File: config.mk
export PLATFORM = sky130hd
export DESIGN_NAME = fdc_stim_nco_flat
export DESIGN_NICKNAME = d
export VERILOG_FILES = /design/src/rtl/fdc_pkg.sv /design/src/rtl/fdc_stim_nco_if.sv /design/src/rtl/fdc_ref_div.sv /design/src/rtl/fdc_stim_nco.sv /design/src/flat_wrapper.sv
export SDC_FILE = /design/constraint.sdc
export NUM_CORES = 1
export LEC_CHECK = 0
export BUFFER_PORTS_ARGS = -buffer_cell sky130_fd_sc_hd__buf_2
export CORE_AREA = 2 2 79 81
export DETAILED_ROUTE_END_ITERATION = 7
export DIE_AREA = 0 0 81 83
export GPL_TIMING_DRIVEN = 0
export SLEW_MARGIN = 0
export SYNTH_ARGS = -nofsm -noshare
export SYNTH_HDL_FRONTEND = slang
export SYNTH_SLANG_ARGS = --single-unit
File: constraint.sdc
create_clock -name clk -period 6.7 [get_ports clk]
set_input_delay 0.335 -clock clk [delete_from_list [all_inputs] [get_ports clk]]
set_output_delay 0.335 -clock clk [all_outputs]
set_load 0.005 [all_outputs]
File: src/rtl/fdc_pkg.sv
// Types and constants shared by the FDC self-test stimulus blocks and the FDC core.
package fdc_pkg;

  // Width of the frequency control word; must equal the FDC core result width.
  localparam int unsigned FCW_W         = 5;
  localparam int unsigned ACC_W_DEF     = 16;
  localparam int unsigned BASE_INC_DEF  = 256;
  localparam int unsigned INC_SHIFT_DEF = 6;

  typedef enum logic [1:0] {
    ST_IDLE = 2'd0,
    ST_RUN  = 2'd1,
    ST_SLEW = 2'd2
  } nco_state_e;

endpackage

File: src/rtl/fdc_stim_nco_if.sv
// FCW load handshake between a requester and the stimulus NCO.
interface fdc_stim_nco_if;
  import fdc_pkg::*;

  logic [FCW_W-1:0] fcw_in;
  logic             fcw_load;
  logic             slew_en;
  logic             fcw_ack;
  logic             busy;
  logic [FCW_W-1:0] fcw_cur;

  modport master (
    output fcw_in, fcw_load, slew_en,
    input  fcw_ack, busy, fcw_cur
  );

  modport slave (
    input  fcw_in, fcw_load, slew_en,
    output fcw_ack, busy, fcw_cur
  );

endinterface

File: src/rtl/fdc_ref_div.sv
// Reference divider: 50% duty square wave of period REF_DIV clocks while en is high.
module fdc_ref_div #(
  parameter int unsigned REF_DIV = 64
) (
  input  logic clk,
  input  logic rst_n,
  input  logic en,
  output logic ref_out
);

  localparam int unsigned HALF = REF_DIV / 2;
  localparam int unsigned CW   = (HALF > 1) ? $clog2(HALF) : 1;

  logic [CW-1:0] cnt;

  always_ff @(posedge clk or negedge rst_n) begin
    if (!rst_n) begin
      cnt     <= '0;
      ref_out <= 1'b0;
    end else if (!en) begin
      cnt     <= '0;
      ref_out <= 1'b0;
    end else if (cnt == CW'(HALF - 1)) begin
      cnt     <= '0;
      ref_out <= ~ref_out;
    end else begin
      cnt <= cnt + CW'(1);
    end
  end

endmodule

File: src/rtl/fdc_stim_nco.sv
// FCW-controlled square-wave source (phase accumulator) plus divided reference,
// used to stimulate the FDC for on-chip self-test.
module fdc_stim_nco
  import fdc_pkg::*;
#(
  parameter int unsigned ACC_W     = ACC_W_DEF,
  parameter int unsigned BASE_INC  = BASE_INC_DEF,
  parameter int unsigned INC_SHIFT = INC_SHIFT_DEF,
  parameter int unsigned REF_DIV   = 64,
  parameter int unsigned SLEW_DIV  = 8
) (
  input  logic           clk,
  input  logic           rst_n,
  input  logic           ena,
  fdc_stim_nco_if.slave  bus,
  output logic           vco_out,
  output logic           ref_out
);

  localparam int unsigned SC_W = (SLEW_DIV > 1) ? $clog2(SLEW_DIV) : 1;

  nco_state_e       state, state_n;
  logic [FCW_W-1:0] fcw_cur, fcw_cur_n, target, target_n, fcw_step;
  logic [SC_W-1:0]  slew_cnt, slew_cnt_n;
  logic             ack_pend, ack_pend_n, fcw_ack;
  logic [ACC_W-1:0] acc, inc;
  logic             run;

  assign run = ena && (state != ST_IDLE);
  assign inc = ACC_W'(BASE_INC) + (ACC_W'(fcw_cur) << INC_SHIFT);

  assign bus.fcw_cur = fcw_cur;
  assign bus.busy    = (state == ST_SLEW);
  assign bus.fcw_ack = fcw_ack;

  always_comb begin
    fcw_step = (target > fcw_cur) ? fcw_cur + FCW_W'(1) : fcw_cur - FCW_W'(1);
  end

  always_comb begin
    state_n    = state;
    fcw_cur_n  = fcw_cur;
    target_n   = target;
    slew_cnt_n = slew_cnt;
    ack_pend_n = 1'b0;
    if (!ena) begin
      // Disable wins over everything; a coincident load is applied as in IDLE.
      state_n = ST_IDLE;
      if (bus.fcw_load) begin
        fcw_cur_n  = bus.fcw_in;
        ack_pend_n = 1'b1;
      end
      target_n = fcw_cur_n;
    end else begin
      unique case (state)
        ST_IDLE: begin
          state_n = ST_RUN;
          if (bus.fcw_load) begin
            fcw_cur_n  = bus.fcw_in;
            target_n   = bus.fcw_in;
            ack_pend_n = 1'b1;
          end
        end
        ST_RUN: begin
          if (bus.fcw_load) begin
            ack_pend_n = 1'b1;
            target_n   = bus.fcw_in;
            if (!bus.slew_en || (bus.fcw_in == fcw_cur)) begin
              fcw_cur_n = bus.fcw_in;
            end else begin
              slew_cnt_n = '0;
              state_n    = ST_SLEW;
            end
          end
        end
        ST_SLEW: begin
          if (slew_cnt == SC_W'(SLEW_DIV - 1)) begin
            slew_cnt_n = '0;
            fcw_cur_n  = fcw_step;
            if (fcw_step == target) state_n = ST_RUN;
          end else begin
            slew_cnt_n = slew_cnt + SC_W'(1);
          end
        end
        default: state_n = ST_IDLE;
      endcase
    end
  end

  always_ff @(posedge clk or negedge rst_n) begin
    if (!rst_n) begin
      state    <= ST_IDLE;
      fcw_cur  <= '0;
      target   <= '0;
      slew_cnt <= '0;
      ack_pend <= 1'b0;
      fcw_ack  <= 1'b0;
    end else begin
      state    <= state_n;
      fcw_cur  <= fcw_cur_n;
      target   <= target_n;
      slew_cnt <= slew_cnt_n;
      ack_pend <= ack_pend_n;
      fcw_ack  <= ack_pend;
    end
  end

  always_ff @(posedge clk or negedge rst_n) begin
    if (!rst_n) begin
      acc     <= '0;
      vco_out <= 1'b0;
    end else if (!run) begin
      acc     <= '0;
      vco_out <= 1'b0;
    end else begin
      acc     <= acc + inc;
      vco_out <= acc[ACC_W-1];
    end
  end

  fdc_ref_div #(
    .REF_DIV (REF_DIV)
  ) u_ref_div (
    .clk     (clk),
    .rst_n   (rst_n),
    .en      (run),
    .ref_out (ref_out)
  );

endmodule

File: src/flat_wrapper.sv
// flat-port wrapper written by rule: the top's interface ports become plain ports
module fdc_stim_nco_flat import fdc_pkg::*;
#(
  parameter int unsigned ACC_W     = ACC_W_DEF,
  parameter int unsigned BASE_INC  = BASE_INC_DEF,
  parameter int unsigned INC_SHIFT = INC_SHIFT_DEF,
  parameter int unsigned REF_DIV   = 64,
  parameter int unsigned SLEW_DIV  = 8
)
  (clk, rst_n, ena, vco_out, ref_out, bus_fcw_in, bus_fcw_load, bus_slew_en, bus_fcw_ack, bus_busy, bus_fcw_cur);
  fdc_stim_nco_if bus_i ();
  input  logic clk;
  input  logic rst_n;
  input  logic ena;
  output logic vco_out;
  output logic ref_out;
  input wire logic [$bits(bus_i.fcw_in)-1:0] bus_fcw_in;
  input wire logic [$bits(bus_i.fcw_load)-1:0] bus_fcw_load;
  input wire logic [$bits(bus_i.slew_en)-1:0] bus_slew_en;
  output wire logic [$bits(bus_i.fcw_ack)-1:0] bus_fcw_ack;
  output wire logic [$bits(bus_i.busy)-1:0] bus_busy;
  output wire logic [$bits(bus_i.fcw_cur)-1:0] bus_fcw_cur;
  assign bus_i.fcw_in = bus_fcw_in;
  assign bus_i.fcw_load = bus_fcw_load;
  assign bus_i.slew_en = bus_slew_en;
  assign bus_fcw_ack = bus_i.fcw_ack;
  assign bus_busy = bus_i.busy;
  assign bus_fcw_cur = bus_i.fcw_cur;
  fdc_stim_nco #(.ACC_W(ACC_W), .BASE_INC(BASE_INC), .INC_SHIFT(INC_SHIFT), .REF_DIV(REF_DIV), .SLEW_DIV(SLEW_DIV)) u_core (.clk(clk), .rst_n(rst_n), .ena(ena), .bus(bus_i), .vco_out(vco_out), .ref_out(ref_out));
endmodule
==> impl_metrics.env <==
export IMPL_drv_cap=0
export IMPL_fp_dieArea_um2=6720
export IMPL_final_cells=332
export IMPL_place_hpwl_mm=3.55
export IMPL_start_kind="flop"
export IMPL_drtAntennaViolNets=0
export IMPL_rsz0062_at_grt="no"
export IMPL_root_buffer="clkbuf_8"
export IMPL_wl_met1_mm=2.34
export IMPL_initial_core_util_pct=38.9
export IMPL_netlist_top_cells_area="dfrtp_1 (38%), ha_1 (13%), xnor2_1 (6.2%)"
export IMPL_grt_pass1_vias=1734
export IMPL_track_usage_pct=15.8
export IMPL_grt_overflow=0
export IMPL_placed_area_um2=2450
export IMPL_dpl_worst_slack_ps=3110
export IMPL_route_detailed_drc=0
export IMPL_ys_flop_type="dfrtp_1"
export IMPL_yosysMostFrequentCell="dfrtp_1"
export IMPL_die_width_um=81
export IMPL_route_met3_wl_um=168
export IMPL_post_route_min_period_ps=3600
export IMPL_path_class="flop to flop"
export IMPL_rows=28
export IMPL_layout_nets=292
export IMPL_ys_ff_latch=34
export IMPL_power_density_nw_per_um2=531
export IMPL_fin_ws_ps=3100
export IMPL_clk_pin_slew_ps=70
export IMPL_gp_congestion=0.874
export IMPL_vias_per_cell=5.21
export IMPL_leakagePower_nw=1.24
export IMPL_synth_top_area_share_pct=37.6
export IMPL_async_reset_ff_share_pct=100
export IMPL_final_core_util_pct=44.0
export IMPL_worstPathMaxFanout=7
export IMPL_n_fill_cell=608
export IMPL_setup_viol=0
export IMPL_syn_avg_cell_area_um2=9.80
export IMPL_synth_distinct_cells=45
export IMPL_hold_violations=0
export IMPL_worstPathRequired_ps=6870
export IMPL_postCtsSetupRepairBufs=0
export IMPL_crit_arrival_ps=3770
export IMPL_cts_max_path_buffers=2
export IMPL_synth_cell_area_um2=2260
export IMPL_initialDrtViolationCount=52
export IMPL_skew_ps=4.99
export IMPL_routed_top_layer="met4"
export IMPL_final_area_um2=2560
export IMPL_regArea_um2=851
export IMPL_diodes=0
export IMPL_dp_cells=324
export IMPL_cts_sinks=34
export IMPL_clkLatencyLatePin_ps=290
export IMPL_finalCritPeriodShare_pct=53.7
export IMPL_synth_edf_count=0
export IMPL_antenna_found_initial=0
export IMPL_fin_tns_setup_ps=0
export IMPL_cp_end_kind="flop"
export IMPL_fmax_mhz=278
export IMPL_synthTopCellsByCount="dfrtp_1 (34), ha_1 (24), nor2_1 (20), inv_1 (17), xnor2_1 (16)"
export IMPL_ys_seq_area_share_pct=37.6
export IMPL_hp_class="input pin to asynchronous set/reset pin"
export IMPL_multi_input_area_um2=1320
export IMPL_ctsResizeCount=0
export IMPL_dieHeight_um=83
export IMPL_port_buffers=18
export IMPL_wl_per_cell_um=14.0
export IMPL_finalMaxSlewViolations=0
export IMPL_vdd_drop_max_uv=373
export IMPL_core_area_um2=5820
export IMPL_cts_made_buffers=5
export IMPL_cts_tree="built"
export IMPL_tightest_slew_ps=772
export IMPL_io_pins=19
export IMPL_wl_met2_mm=2.06
export IMPL_firstDrtPassIters=4
export IMPL_final_layout_size_suffix_gt1_share_pct=12.5
export IMPL_slew_headroom_pct=48.5
export IMPL_grt_pass1_wl_mm=8.25
export IMPL_area_growth_pct=12.9
export IMPL_netlist_top_cell_by_area="dfrtp_1"
export IMPL_wirelength_mm=4.65
export IMPL_yosysWarningCount=0
export IMPL_synth_net_count=267
export IMPL_via_count=1731
export IMPL_cts_hold_buffers_added=0
export IMPL_status="completed"
export IMPL_grt_max_degree=35
export IMPL_htreeDepth=2
export IMPL_syn_inst=231
[power by group]
part / switching (W) / internal, W / total, W
logic: 0.000450 / 0.000395 / 0.000845
clock network: 0.0000775 / 0.000109 / 0.000187
registers: 0.0000657 / 0.000260 / 0.000326
[path summary, 6_finish.rpt]
kind	start	end	slack [ps]	cells after the start
max reg2reg	u_core.bus.fcw_cur[2]	u_core.state[1]	3100	12
min	rst_n	u_core.acc[11]	120	1
min in group clk	bus_fcw_in[4]	u_core.target[4]	330	3
max in group asynchronous	rst_n	u_core.bus.fcw_cur[1]	6090	1
min reg2reg	u_core.ack_pend	u_core.bus.fcw_ack	360	0
max	u_core.bus.fcw_cur[2]	u_core.state[1]	3100	12
[stage by stage]
step	total power, W	hold slack, ps
finish	0.00136	121
global route	0.00150	193
CTS	0.00137	153
detailed placement	0.00117	348
global placement	0.00116	334
floorplan	0.000990	39.4
[cells in the final DEF (no fill, tap or decap), types with 2 or more instances in the layout]
cell type / count
clkinv_2: 2
nand2b_1: 2
nand3b_1: 2
a21oi_1: 11
o22ai_1: 5
inv_1: 17
clkbuf_8: 5
xnor3_1: 2
o21ai_0: 12
ha_1: 24
nand2_1: 12
clkbuf_1: 7
o21a_1: 2
and3_1: 7
nand3_1: 7
fa_1: 2
nor2_1: 20
o22a_1: 3
a21o_1: 4
a211oi_1: 2
a31oi_1: 2
or3_1: 4
buf_2: 18
a32o_1: 2
a221oi_1: 3
dfrtp_1: 34
nand4_1: 2
xor2_1: 4
o21bai_1: 2
nor3_1: 4
xnor2_1: 16
[sequential cells by signal, indices dropped and copies added (netlist names)]
register,flops
u_core.slew_cnt,3
u_core.u_ref_div.cnt,5
u_core.target,5
u_core.u_ref_div.ref_out,1
u_core.bus.fcw_cur,5
u_core.acc,10
u_core.ack_pend,1
u_core.vco_out,1
u_core.state,2
u_core.bus.fcw_ack,1
[kinds of logic after synthesis]
family                   after synthesis  share of synthesized area, %
AND/OR/NAND/NOR                       61                          12.8
buffers and inverters                 24                          3.98
adder cells (fa/ha/maj)               26                          15.0
XOR/XNOR                              22                          9.72
multiplexers                           1                         0.497
AO/OA/AOI/OAI                         63                          20.4
flip-flops                            34                          37.6
[worst max-delay path, cell delays in order, from the launching register on]
cell	delay, ps
dfrtp_1	510
inv_1	150
ha_1	330
nand4_1	170
nor2_1	100
o32ai_4	400
ha_1	340
and3_1	160
a211oi_2	220
xnor3_1	300
a2111oi_2	420
a2111oi_0	180
nand3b_1	190
[final cells by class]
type | instances | share of cell area (%)
Multi-Input combinational cell | 173 | 51.8
Clock inverter | 3 | 1.57
Timing Repair Buffer | 18 | 3.52
Tap cell | 75 | 3.67
Sequential cell | 34 | 33.3
Buffer | 7 | 1.03
Inverter | 17 | 2.50
Clock buffer | 5 | 2.69
[per-layer routing]
| metal | GRT usage (%) | vias to the layer above |
|---|---|---|
| li1 | - | 883 |
| met1 | 22.4 | 813 |
| met2 | 22.8 | 28 |
| met5 | 0 | - |
| met4 | 6.32 | 0 |
| met3 | 3.91 | 7 |
No activity file was read; power rests on OpenSTA's default activity.
